**src/rtl/gray_pkg.sv**
```systemverilog
// Shared types for the Gray-code switch conditioner.
// Holds the FSM state encoding, the Gray word type and a popcount helper.
package gray_pkg;

  localparam int GRAY_WIDTH = 4;

  typedef enum logic {STABLE, SETTLE} cond_state_t;

  typedef logic [GRAY_WIDTH-1:0] gray_t;

  // Number of set bits; used to tell a single Gray step from a jump
  function automatic int unsigned popcount32(input logic [31:0] v);
    int unsigned n;
    n = 0;
    for (int i = 0; i < 32; i++) begin
      n += {31'd0, v[i]};
    end
    return n;
  endfunction

endpackage

```
**src/rtl/sync_ff_chain.sv**
```systemverilog
// Plain multi-flop synchroniser for asynchronous level inputs.
// No logic between stages so every bit gets full resolution time.
module sync_ff_chain #(
  parameter int WIDTH  = 1,
  parameter int STAGES = 2
) (
  input  logic             clk,
  input  logic             rst_n,
  input  logic [WIDTH-1:0] d,
  output logic [WIDTH-1:0] q
);

  logic [WIDTH-1:0] ff_q [STAGES];

  // Shift the async level through the flop chain
  always_ff @(posedge clk) begin
    if (!rst_n) begin
      for (int i = 0; i < STAGES; i++) begin
        ff_q[i] <= '0;
      end
    end else begin
      ff_q[0] <= d;
      for (int i = 1; i < STAGES; i++) begin
        ff_q[i] <= ff_q[i-1];
      end
    end
  end

  assign q = ff_q[STAGES-1];

endmodule

```
**src/rtl/gray_input_conditioner.sv**
```systemverilog
// Synchronises and debounces the Gray switch bank as one vector.
// Commits stable values to gray_out and flags multi-bit jumps.
module gray_input_conditioner
  import gray_pkg::*;
#(
  parameter int WIDTH           = 4,
  parameter int SYNC_STAGES     = 2,
  parameter int DEBOUNCE_CYCLES = 270000
) (
  input  logic             clk,
  input  logic             rst_n,
  input  logic [WIDTH-1:0] sw_in,
  output logic [WIDTH-1:0] gray_out,
  output logic             gray_valid,
  output logic             step_err,
  output logic             busy
);

  localparam int CW = $clog2(DEBOUNCE_CYCLES + 1);
  localparam logic [CW-1:0] CNT_LAST = CW'(DEBOUNCE_CYCLES - 1);

  logic [WIDTH-1:0] s;
  logic [WIDTH-1:0] cand_q;
  logic [WIDTH-1:0] gray_q;
  logic [CW-1:0]    cnt_q;
  logic             valid_q;
  logic             err_q;
  cond_state_t      state_q;
  logic [WIDTH-1:0] diff;

  sync_ff_chain #(
    .WIDTH  (WIDTH),
    .STAGES (SYNC_STAGES)
  ) u_sync (
    .clk   (clk),
    .rst_n (rst_n),
    .d     (sw_in),
    .q     (s)
  );

  assign diff = cand_q ^ gray_q;

  // Debounce FSM: track a candidate, commit after a quiet window
  always_ff @(posedge clk) begin
    if (!rst_n) begin
      state_q <= STABLE;
      cand_q  <= '0;
      gray_q  <= '0;
      cnt_q   <= '0;
      valid_q <= 1'b0;
      err_q   <= 1'b0;
    end else begin
      valid_q <= 1'b0;
      err_q   <= 1'b0;
      unique case (state_q)
        STABLE: begin
          if (s != gray_q) begin
            cand_q  <= s;
            cnt_q   <= '0;
            state_q <= SETTLE;
          end
        end
        SETTLE: begin
          if (s != cand_q) begin
            cand_q <= s;
            cnt_q  <= '0;
          end else if (cnt_q == CNT_LAST) begin
            state_q <= STABLE;
            cnt_q   <= '0;
            if (cand_q != gray_q) begin
              gray_q  <= cand_q;
              valid_q <= 1'b1;
              err_q   <= popcount32(32'(diff)) != 1;
            end
          end else begin
            cnt_q <= cnt_q + CW'(1);
          end
        end
        default: state_q <= STABLE;
      endcase
    end
  end

  assign gray_out   = gray_q;
  assign gray_valid = valid_q;
  assign step_err   = err_q;
  assign busy       = (state_q == SETTLE);

endmodule

```
**config.mk**
```make
export PLATFORM = sky130hd
export DESIGN_NAME = gray_input_conditioner
export DESIGN_NICKNAME = d
export VERILOG_FILES = /design/src/rtl/gray_pkg.sv /design/src/rtl/sync_ff_chain.sv /design/src/rtl/gray_input_conditioner.sv
export SDC_FILE = /design/constraint.sdc
export NUM_CORES = 1
export LEC_CHECK = 0
export CORE_MARGIN = 1.5
export CORE_UTILIZATION = 30
export CTS_CLUSTER_DIAMETER = 120
export DETAILED_ROUTE_END_ITERATION = 8
export PLACE_DENSITY = 0.56
export SYNTH_ARGS = -nofsm -noshare
export SYNTH_HDL_FRONTEND = slang
export SYNTH_SLANG_ARGS = --single-unit
```
**constraint.sdc**
```tcl
create_clock -name clk -period 2.1 [get_ports clk]
set_input_delay 0.525 -clock clk [delete_from_list [all_inputs] [get_ports clk]]
set_output_delay 0.525 -clock clk [all_outputs]
set_load 0.01 [all_outputs]
```
Word-level counts from Yosys, hierarchy flattened
Memory sizes are Yosys's and may differ from the RTL's.
Index checks and enable logic that the tools add are counted.
Word-level totals
  flip-flop bits (word level): 30
  memory bits (writable): 8
  input bits: 6
  output and inout port bits: 7
  memories: 1
Memory list
  u_sync.ff_q: words 2, width 4, read ports 2, clocked after memory_dff 0, wr ports 2, line sync_ff_chain.sv:13  | logic [WIDTH-1:0] ff_q [STAGES];
Operators by class
  add/sub/neg operators: 4
  equality and inequality tests: 7
  mux-type cells: 16
  bitwise operators: 8
  reduce and logical (&&, ||, !) cells: 4
Operator list (number)
  19-bit 2-to-1 mux: 3
  19-bit case mux with 2 select lines: 1
  19-bit by 1-bit adder with 19-bit output, second input constant: 1
  19-bit == test, second input constant: 1
  4-bit 2-to-1 mux: 4
  4-bit inequality test: 3
  4-bit case mux with 2 select lines: 1
  1-bit 2-to-1 mux: 6
  1-bit NOT: 5
  5-bit OR reduction: 1
  3-bit by 1-bit adder with 4-bit output: 1
  4-bit by 1-bit inequality test with 1-bit output, second input constant: 1
  4-bit AND reduction: 1
  4-bit OR reduction: 1
  4-bit bitwise XOR: 1
  2-bit by 1-bit adder with 3-bit output: 1
  1-bit by 1-bit adder with 2-bit output: 1
  2-bit by 1-bit inequality test with 1-bit output, second input constant: 1
  2-bit inequality test, second input constant: 1
  1-bit bitwise OR: 2
  1-bit case mux with 2 select lines: 1
  2-bit AND reduction: 1

Logic depth before layout (Yosys ltp)
  word-level depth: 5
  mapped depth: 8

By module
From an unflattened synthesis, not the netlist that was laid out.
Second synthesis, totals
  cell total of the unflattened synthesis: 212
  area, all modules: 2018.2 um2
By module, submodules not included
  gray_input_conditioner: times used 1, cells each 192, area each 1778.0 um2
  sync_ff_chain: times used 1, cells each 20, area each 240.2 um2

Worst setup path after synthesis
No wires, ideal clock.
  path type: reg-to-reg
  start point: reg gray_q[0] (netlist: gray_out[0])
  end point: reg err_q (netlist: step_err)
  library setup time: 0.115 ns
  data arrival time: 1.855 ns
  required time: 1.985 ns
  slack: 0.130 ns
  cell stages (with the launch flop): 9
  cells stage by stage: dfxtp_1 > xnor2_1 > fa_1 > inv_1 > ha_1 > ha_1 > nor2_1 > nand2_1 > and3_1
On the way
  word-level cells in the longest chain between the ends: 5
  elaborated cells on any way between the ends: 8
RTL lines
  start, declared: line gray_input_conditioner.sv:24  | logic [WIDTH-1:0] gray_q;
  start signal, assigned: line gray_input_conditioner.sv:71  | gray_q <= cand_q;
  4-bit bitwise XOR: line gray_input_conditioner.sv:41  | assign diff = cand_q ^ gray_q;
  1-bit by 1-bit adder with 2-bit output: line gray_pkg.sv:16  | n += {31'd0, v[i]};
  2-bit by 1-bit adder with 3-bit output: line gray_pkg.sv:16
  3-bit by 1-bit adder with 4-bit output: line gray_pkg.sv:16
  4-bit by 1-bit inequality test with 1-bit output: line gray_input_conditioner.sv:73  | err_q <= popcount32(32'(diff)) != 1;
  end signal, assigned: line gray_input_conditioner.sv:51  | err_q <= 1'b0;
  end signal, assigned: line gray_input_conditioner.sv:54  | err_q <= 1'b0;
  end signal, assigned: line gray_input_conditioner.sv:73
  end, declared: line gray_input_conditioner.sv:27  | logic err_q;
Parallel ways exist; a longest one is shown, timed or not.
A chain may end at the register's enable or synchronous reset.

Worst setup path in the final report
  start point: reg gray_q[3] (netlist: gray_out[3])
  end point: reg err_q (netlist: step_err)
On the way
  word-level cells in the longest chain between the ends: 3
  elaborated cells on any way between the ends: 6
RTL lines (line)
  4-bit bitwise XOR or 4-bit inequality test (tied branches): gray_input_conditioner.sv:41, gray_input_conditioner.sv:70
  3-bit by 1-bit adder with 4-bit output or 1-bit NOT (tied branches)
  4-bit by 1-bit inequality test with 1-bit output or 5-bit OR reduction (tied branches)
Parallel ways exist; a longest one is shown, timed or not.

==> metrics.md <==
| Metric | Value |
|---|---|
| Outcome | finished clean |
| Min Hold Slack | 0.436 ns |
| Flops & latches, synth | 38 |
| P_int | 1160 µW |
| PortBufs | 12 |
| Skew final | 0.00553 ns |
| Clock sinks | 38 |
| Syn Area/Cell | 8.53 µm² |
| Core ar. | 0.00628 mm² |
| FF/Latch Area | 762 µm² |
| Fill count | 657 |
| Die width | 83.4 µm |
| Syn Nets | 238 |
| Crit Path Class | reg2reg |
| Crit-path slowest cell | fa_1 |
| Vias | 1664 |
| Part of the power in the clock network | 40.0% |
| Pre-antenna DRT Iters | 4 |
| Post-synthesis sequential area ratio | 39.3% |
| Row count | 29 |
| GRT Util Overall | 13.5% |
| CP Capture Type | flip-flop |
| GRT Residual Overflow | 0 |
| Area used by multi-input combinational logic | 0.00112 mm² |
| Number of flops mapped to enable cells by yosys | 0 |
| Hold Fails Final Rpt | 0 |
| Antenna Cells | 0 |
| Initial antenna violation count | 0 |
| Final #Nets | 265 |
| DRT antenna net count | 0 |
| Startpoint Class | flip-flop |
| Syn-to-layout area delta | 22.9% |
| Clock Latency Late Sink | 0.29 ns |
| CP peak stage delay | 0.49 ns |
| Final instance area | 0.00238 mm² |
| Switching Share | 24.4% |
| IO Count | 13 |
| Fin crit period | 1.97 ns |
| Flop pwr share | 48.7% |
| Global-route wire length before repair | 7610 µm |
| Cell repeated most along the worst path | ha_1 |
| Initial drt markers | 142 |
| Final wirelength | 4370 µm |
| Synth warn | 0 |
| CP arrival | 2.16 ns |
| Min-Delay Path Class | reg2reg |
| Largest net degree at the start of global routing | 27 |
| Root Driver | clkbuf_8 |
| # DRC | 0 |
| TritonCTS buffer count | 5 |
| Crit Path Max Fanout | 4 |
| TritonCTS clock tree | done |
| Die H | 83.4 µm |
| Number of global-route vias before repair | 1580 |
| CP Cell Sequence | xnor2_2 -> fa_1 -> inv_1 -> ha_1 -> ha_1 -> nor2_1 -> nand2_1 -> and3_1 |
| Synth Instances | 227 |
| Critical Path RT | 2.28 ns |
| Setup TNS Final | 0 ns |
| Clk buf depth | 2 |
| H-tree levels | 2 |
| Max Clock Freq | 0.507 GHz |
| Worst-Margin Slew | 0.460 ns |
| Psw | 373 µW |
| Crit share post-route | 94.0% |
| Post-synth top flop | dfxtp_1 |
| RSZ-0062 raised after global routing | false |
| Layout cells sized above 1 | 15.3% |
| Cell area after synthesis | 0.00194 mm² |
| CTS Hold Bufs | 0 |
| Initial core utilization | 30.9% |
| Worst vdd ir | 328 µV |
| Lkg Pwr | 0.000834 µW |
| Die Area | 0.00695 mm² |
| Vias per std cell | 5.01 |
| Final Setup Violations | 0 |
| Post-synthesis async set-or-reset flop share | 0% |
| WL per Instance | 13.2 µm |
| Yosys cell types | 46 |
| GP Congestion | 0.827 |
| Power after layout | 1530 µW |
| Final HPWL from detailed placement | 3150 µm |
| Clock transition at the registers of the reported paths | 0.08 ns |
| Slew HR | 69.1% |
| Slew Limit Fails | 0 |
| Placed Area | 0.00225 mm² |
| Power Density | 642 mW/mm² |
| Combinational power share | 11.3% |
| Max-Cap Viols | 0 |
## cells by family (layout without fill, tap and decap cells)
family	Yosys count	count (layout)	synth area share, %
buf+inv	15	43	3.55
mux	5	5	2.58
flops	38	38	39.3
compound gates	38	38	13.1
xor+xnor	13	13	5.88
fa+ha+maj	5	5	3.62
simple gates	113	113	32.0
## path summary, 6_finish.rpt
check	from	endpoint	slack, ns	cells past startpoint
min	u_sync.ff_q[0][1]$_SDFF_PN0_	u_sync.ff_q[0][5]$_SDFF_PN0_	0.44	1
max	gray_out[3]$_SDFFE_PN0P_	step_err$_SDFF_PP0_	0.13	8
min reg2reg	u_sync.ff_q[0][1]$_SDFF_PN0_	u_sync.ff_q[0][5]$_SDFF_PN0_	0.44	1
max reg2reg	gray_out[3]$_SDFFE_PN0P_	step_err$_SDFF_PP0_	0.13	8
## metal layers
layer	track usage [%]	vias to the layer above	share of wire, %
li1	-	868	-
met1	18.0	763	48
met2	21.4	28	48
met3	2.98	5	3.2
met4	4.85	0	1.0
met5	0	-	0
## final cells by class
class / instances / area share (%)
tap: 77 / 4.05
inverter: 4 / 0.631
clock buffer: 5 / 2.89
timing repair buffer: 31 / 11.6
clock inverter: 3 / 1.68
sequential: 38 / 32.0
multi-input combinational: 174 / 47.2
## metrics by stage
step | utilization (%) | std cells | worst slack [ns]
after CTS | 37.7 | 332 | 0.0723
after global routing | 37.9 | 332 | 0.00681
after floorplan | - | 227 | 0.130
after detailed placement | 35.9 | 324 | 0.0834
after global placement | 35.9 | 324 | 0.134
final | 37.9 | 332 | 0.127
## sequential cells by signal, summed over array words and instances, names as in the netlist
register / flops
cand_q: 4
cnt_q: 19
busy: 1
step_err: 1
gray_valid: 1
u_sync.ff_q: 8
gray_out: 4
## worst max-delay path, delay by kind of cell (launching register included)
family / cells / cell delay (ns)
xor+xnor: 1 / 0.14
fa+ha+maj: 3 / 0.95
buf+inv: 1 / 0.04
flops: 1 / 0.44
simple gates: 3 / 0.31
## power by group through the flow
stage               Combinational (µW)  Sequential [µW]  Clock [µW]
floorplan                          105              761           0
global placement                   172              761           0
detailed placement                 172              762           0
CTS                                174              745         639
global route                       191              747         664
finish                             172              745         612
## cell usage after synthesis, types with 2 or more instances
master / number / area, µm²
mux2i_1: 5 / 50.1
a211oi_1: 2 / 15.0
and3_1: 4 / 25.0
nand2_1: 32 / 120
xnor2_1: 8 / 70.1
o221ai_1: 2 / 17.5
o21ai_0: 9 / 45.0
or4_1: 5 / 37.5
ha_1: 4 / 50.1
a21oi_1: 9 / 45.0
buf_2: 3 / 15.0
nand3b_1: 4 / 30.0
clkbuf_1: 5 / 18.8
or3_1: 7 / 43.8
and2_1: 10 / 62.6
nand3_1: 16 / 80.1
nor3_1: 6 / 30.0
nor2_1: 13 / 48.8
a31oi_1: 7 / 43.8
nor4_1: 3 / 18.8
xor2_1: 5 / 43.8
inv_1: 4 / 15.0
nand4_1: 4 / 25.0
dfxtp_1: 38 / 761
## layout by cell type (no fill, tap or decap), types with 6 or more instances in the layout
master / count
clkdlybuf4s50_1: 12
and2_1: 10
or3_1: 7
nor2_1: 13
a31oi_1: 7
xnor2_1: 7
dfxtp_1: 37
nand2_1: 32
a21oi_1: 9
nand3_1: 16
nor3_1: 6
o21ai_0: 9
buf_4: 18
## repair_timing
item,in CTS,in global routing
setup buffers,0,0
endpoints found under the setup margin,0,5
gates resized for setup,0,4
No activity file was read; power rests on OpenSTA's default activity.
